==> src/rtl/mac_tcnt7_if.sv <==
// Signal bundle for mac_tcnt7. The master drives the load/enable controls
// and the slave (the counter) returns Q, TCL, IRQL and RUN.
// The PRE field exists only when MACTCNT7_PRESCALE_EN is defined.
interface mac_tcnt7_if;
  // No valid/ready pairing: LD, EN and ONESHOT are level strobes sampled on every rising CLK.
  logic       LD;
  logic [6:0] DIN;
  logic       EN;
  logic       ONESHOT;
  logic [6:0] Q;
  logic       TCL;
  logic       IRQL;
  logic       RUN;
`ifdef MACTCNT7_PRESCALE_EN
  logic [3:0] PRE;

  modport master (output LD, DIN, EN, ONESHOT, PRE, input Q, TCL, IRQL, RUN);
  modport slave  (input LD, DIN, EN, ONESHOT, PRE, output Q, TCL, IRQL, RUN);
`else
  modport master (output LD, DIN, EN, ONESHOT, input Q, TCL, IRQL, RUN);
  modport slave  (input LD, DIN, EN, ONESHOT, output Q, TCL, IRQL, RUN);
`endif
endinterface

==> src/rtl/mac_tcnt7.sv <==
// Loadable 7-bit up-counter with auto-reload, combinational active-low terminal
// count and a registered IRQ_LEN-cycle wrap pulse. Optional prescaler: MACTCNT7_PRESCALE_EN.
module mac_tcnt7 #(
  parameter logic [6:0] RST_RELOAD = 7'h00,
  parameter int         IRQ_LEN    = 1
) (
  input  logic      CLK,
  input  logic      RESETL,
  mac_tcnt7_if.slave bus
);

  localparam logic [1:0] IRQ_LAST = 2'(IRQ_LEN - 1);

  logic [6:0] r_q;
  logic [6:0] r_reload;
  logic       r_run;
  logic       r_irql;
  logic [1:0] r_irq_cnt;

  logic       w_en_cyc;
  logic       w_adv;
  logic       w_wrap;

  assign w_en_cyc = r_run & bus.EN;

`ifdef MACTCNT7_PRESCALE_EN
  logic [3:0] r_pre;

  // Counter advances only on the enabled cycle that completes a prescale period.
  assign w_adv = w_en_cyc & (r_pre == bus.PRE);

  always_ff @(posedge CLK or negedge RESETL) begin
    if (!RESETL) begin
      r_pre <= 4'h0;
    end else if (bus.LD) begin
      r_pre <= 4'h0;
    end else if (w_en_cyc) begin
      r_pre <= w_adv ? 4'h0 : r_pre + 4'h1;
    end
  end
`else
  assign w_adv = w_en_cyc;
`endif

  assign w_wrap = w_adv & (r_q == 7'h7F);

  // IRQL: r_irq_cnt holds how many further low cycles remain after the current one.
  always_ff @(posedge CLK or negedge RESETL) begin
    if (!RESETL) begin
      r_q       <= RST_RELOAD;
      r_reload  <= RST_RELOAD;
      r_run     <= 1'b0;
      r_irql    <= 1'b1;
      r_irq_cnt <= 2'd0;
    end else if (bus.LD) begin
      r_q       <= bus.DIN;
      r_reload  <= bus.DIN;
      r_run     <= 1'b1;
      r_irql    <= 1'b1;
      r_irq_cnt <= 2'd0;
    end else if (w_wrap) begin
      r_q       <= r_reload;
      r_run     <= ~bus.ONESHOT;
      r_irql    <= 1'b0;
      r_irq_cnt <= IRQ_LAST;
    end else begin
      if (w_adv) begin
        r_q <= r_q + 7'd1;
      end
      if (!r_irql) begin
        if (r_irq_cnt == 2'd0) begin
          r_irql <= 1'b1;
        end else begin
          r_irq_cnt <= r_irq_cnt - 2'd1;
        end
      end
    end
  end

  assign bus.Q    = r_q;
  assign bus.TCL  = ~w_wrap;
  assign bus.IRQL = r_irql;
  assign bus.RUN  = r_run;

endmodule

==> src/flat_wrapper.sv <==
// flat-port wrapper written by rule: the top's interface ports become plain ports
module mac_tcnt7_flat 
#(
  parameter logic [6:0] RST_RELOAD = 7'h00,
  parameter int         IRQ_LEN    = 1
)
  (CLK, RESETL, bus_LD, bus_DIN, bus_EN, bus_ONESHOT, bus_Q, bus_TCL, bus_IRQL, bus_RUN);
  mac_tcnt7_if bus_i ();
  input  logic CLK;
  input  logic RESETL;
  input wire logic [$bits(bus_i.LD)-1:0] bus_LD;
  input wire logic [$bits(bus_i.DIN)-1:0] bus_DIN;
  input wire logic [$bits(bus_i.EN)-1:0] bus_EN;
  input wire logic [$bits(bus_i.ONESHOT)-1:0] bus_ONESHOT;
  output wire logic [$bits(bus_i.Q)-1:0] bus_Q;
  output wire logic [$bits(bus_i.TCL)-1:0] bus_TCL;
  output wire logic [$bits(bus_i.IRQL)-1:0] bus_IRQL;
  output wire logic [$bits(bus_i.RUN)-1:0] bus_RUN;
  assign bus_i.LD = bus_LD;
  assign bus_i.DIN = bus_DIN;
  assign bus_i.EN = bus_EN;
  assign bus_i.ONESHOT = bus_ONESHOT;
  assign bus_Q = bus_i.Q;
  assign bus_TCL = bus_i.TCL;
  assign bus_IRQL = bus_i.IRQL;
  assign bus_RUN = bus_i.RUN;
  mac_tcnt7 #(.RST_RELOAD(RST_RELOAD), .IRQ_LEN(IRQ_LEN)) u_core (.CLK(CLK), .RESETL(RESETL), .bus(bus_i));
endmodule
==> config.mk <==
export PLATFORM = sky130hd
export DESIGN_NAME = mac_tcnt7_flat
export DESIGN_NICKNAME = d
export VERILOG_FILES = /design/src/rtl/mac_tcnt7_if.sv /design/src/rtl/mac_tcnt7.sv /design/src/flat_wrapper.sv
export SDC_FILE = /design/constraint.sdc
export NUM_CORES = 1
export LEC_CHECK = 0
export CORE_MARGIN = 2
export CORE_UTILIZATION = 48
export CTS_CLUSTER_SIZE = 24
export DETAILED_ROUTE_END_ITERATION = 16
export PLACE_DENSITY = 0.77
export SYNTH_ARGS = -nofsm -noshare
export SYNTH_HDL_FRONTEND = slang
export SYNTH_SLANG_ARGS = --single-unit
==> constraint.sdc <==
create_clock -name CLK -period 1.7 [get_ports CLK]
set_input_delay 0.425 -clock CLK [delete_from_list [all_inputs] [get_ports CLK]]
set_output_delay 0.425 -clock CLK [all_outputs]
set_load 0.005 [all_outputs]
==> impl_metrics.tcl <==
set metrics [dict create \
    status "complete, but fails checks" \
    failed_checks "setup timing" \
    worstPathArrival_ns 1.33 \
    ant_nets 0 \
    place_hpwl_um 1770 \
    cp.required_ns 1.27 \
    powerDensity_mw_per_mm2 731 \
    ys_warn_count 0 \
    cts_tree "built" \
    clkTransAtPathRegs_ns 0.11 \
    hold_viol_final 0 \
    fin_ws_ns -0.0583 \
    die-area_mm2 0.00231 \
    synth-seq-area-share 0.485 \
    rsz0062_at_grt "true" \
    path_class "flop to primary output" \
    synth_fa_ha_area_frac 0.0269 \
    first_pass_iters 4 \
    drc 0 \
    critPathCaptureType "primary output" \
    drv_slew 0 \
    numCtsBuffers 3 \
    fmax_mhz 569 \
    critPathTopFamily "flip-flops" \
    crit_fanout 3 \
    final_core_util 0.780 \
    place_area_mm2 0.00131 \
    antenna_cells 0 \
    grt_use_total 0.250 \
    muxShareOfSynthArea 0.0565 \
    drive_gt1_frac 0.273 \
    grt_pass1_vias 913 \
    drt_first_iter_violations 10 \
    netlist_area_um2 931 \
    fin_crit_ns 1.76 \
    clock_path_buffers 2 \
    synthCells 96 \
    fin_crit_sh 1.03 \
    row_count 15 \
    fin_nets 158 \
    grt.overflow.total 0 \
    cts_sinks 18 \
    start_util 0.522 \
    setup_viol 1 \
    power_leakage_nw 0.632 \
    cpPeakStageDelay_ns 0.41 \
    max-vdd-ir-drop_uv 642 \
    num_vias 899 \
    wl_um 2350 \
    holdBufCountCts 0 \
    synth_top_family_by_area "compound AO/OA/AOI/OAI gates" \
    slew_headroom 0.773 \
    synth_xor_area_frac 0.00941 \
    path_buf_inv 3 \
    syn_area_per_cell_um2 9.70 \
    fin_area_mm2 0.00139 \
    antenna_found_initial 0 \
    fp.dieW_um 48.0 \
    fp.coreArea_mm2 0.00178 \
    place_congestion 0.861 \
    root_buffer "clkbuf_4" \
    port_buffers 21 \
    post_drt_wl_per_cell_um 14.0 \
    synthesis.nets 110 \
    synth_seq_cells 18 \
    ys_types 35 \
    grt_pass1_wl_um 3820 \
    htree_levels 1 \
    skew_ns 0.00111 \
    yosys.area_share.simple 0.172 \
    io_pins 22 \
    via_per_inst 5.35 \
    crit_slowest_cell "dfrtp_1" \
    cap_violations 0 \
    worstMarginPinSlew_ns 0.333 \
    insertion_delay_ns 0.30 \
    crit_path_cell_trace "buf_4, and4_4, and2b_1, inv_1, buf_2" \
    die_y_um 48.0 \
    synth_compound_area_frac 0.185 \
    area_growth_pct 49.3 \
    min_path_type "primary input to asynchronous set/reset pin" \
    rrSetupSlack_ns 0.08 \
    grt_max_degree 15 \
    cp-start-kind "flop" \
]
[worst reg2reg max path, stage by stage, from the launching register on]
cell	delay [ns]
dfrtp_1	0.41
buf_4	0.14
and4_4	0.17
and2b_1	0.16
buf_4	0.15
a211oi_1	0.27
a2bb2oi_1	0.24
[layer usage]
metal	wire [um]	part of all wire	vias up	GRT usage
li1	-	-	437	-
met1	1030	0.44	417	0.287
met2	1120	0.48	36	0.411
met3	124	0.053	9	0.0528
met4	80	0.034	0	0.173
met5	0	0	-	0
[cell type report]
type | instances | area (um2)
Fill cell | 130 | 393
Timing Repair Buffer | 47 | 412
Inverter | 10 | 37.5
Tap cell | 25 | 31.3
Sequential cell | 18 | 452
Multi-Input combinational cell | 64 | 422
Clock buffer | 4 | 36.3
[synth_stat cells, drive strengths merged]
cell / n / share of area
a2111oi: 1 / 0.0094
a211oi: 1 / 0.0081
a21o: 2 / 0.016
a21oi: 4 / 0.022
a221oi: 1 / 0.0094
a2bb2oi: 1 / 0.0094
a311oi: 1 / 0.0094
and2: 1 / 0.0067
and2b: 1 / 0.0081
and3: 2 / 0.019
and4: 1 / 0.012
buf: 1 / 0.012
clkbuf: 3 / 0.012
dfrtp: 17 / 0.46
dfstp: 1 / 0.028
ha: 2 / 0.027
inv: 10 / 0.040
mux2: 2 / 0.024
mux2i: 3 / 0.032
nand2: 11 / 0.044
nand3: 2 / 0.011
nand4: 3 / 0.020
nand4b: 1 / 0.0094
nor2: 5 / 0.023
nor3: 2 / 0.011
nor3b: 1 / 0.0081
o211ai: 1 / 0.0081
o21ai: 10 / 0.054
o31ai: 3 / 0.030
o32a: 1 / 0.011
xnor2: 1 / 0.0094
[power by group]
group / switching (mW) / total [mW] / internal, mW
Combinational: 0.116 / 0.261 / 0.145
Clock: 0.143 / 0.273 / 0.131
Sequential: 0.0202 / 0.482 / 0.462
[worst paths after layout]
check | from | endpoint | cells past startpoint
setup reg to reg | u_core.bus.Q[3] | u_core.bus.Q[5] | 6
setup / recovery | u_core.bus.Q[3] | bus_TCL | 5
max in group asynchronous | RESETL | u_core.bus.IRQL | 2
min in group CLK | u_core.r_reload[6] | u_core.r_reload[6] | 2
hold reg to reg | u_core.r_reload[6] | u_core.r_reload[6] | 2
hold / removal | RESETL | u_core.r_reload[3] | 1
[logic make-up (layout without fill, tap and decap cells)]
kind of cell / Yosys count / in the layout
compound gates: 26 / 26
xor+xnor: 1 / 1
fa+ha+maj: 2 / 2
buf+inv: 14 / 61
flops: 18 / 18
mux: 5 / 5
simple gates: 30 / 30
[placed cells by master (no fill, tap or decap), types with 2 or more instances in the layout]
master	synthesis	routed
o21ai_0	8	8
a21oi_1	4	4
nand2_1	11	11
mux2i_1	3	3
o21ai_1	2	2
nand3_1	2	2
clkdlybuf4s50_1	0	10
inv_1	10	10
nor3_1	2	2
buf_4	0	22
dfrtp_1	17	17
mux2_2	2	2
a21o_1	2	2
clkbuf_4	0	3
nand4_1	3	3
nor2_1	4	4
buf_6	1	3
o31ai_1	2	2
dlygate4sd2_1	0	10
[through the flow]
step / worst slack, ns / TNS [ns] / power [mW] / hold WS [ns] / std cells
finish: -0.0583 / -0.0583 / 1.02 / 0.358 / 168
detailed placement: -0.420 / -1.06 / 0.740 / 0.525 / 158
global placement: -0.389 / -0.645 / 0.728 / 0.494 / 158
floorplan: 0.146 / 0 / 0.586 / 0.129 / 96
global route: -0.139 / -0.139 / 1.07 / 0.354 / 168
CTS: -0.0635 / -0.0635 / 1.02 / 0.361 / 168
[state kept, by name, indices dropped and copies added (netlist names)]
register	cells
u_core.bus.IRQL	1
u_core.bus.Q	7
u_core.bus.RUN	1
u_core.r_irq_cnt	2
u_core.r_reload	7
[repair_timing]
action,CTS,global route
gates cloned,0,0
endpoints found under the setup margin,10,1
gates resized for setup,18,0
pin swaps,2,1
setup buffers,6,0
(Power assumes the default switching activity.)
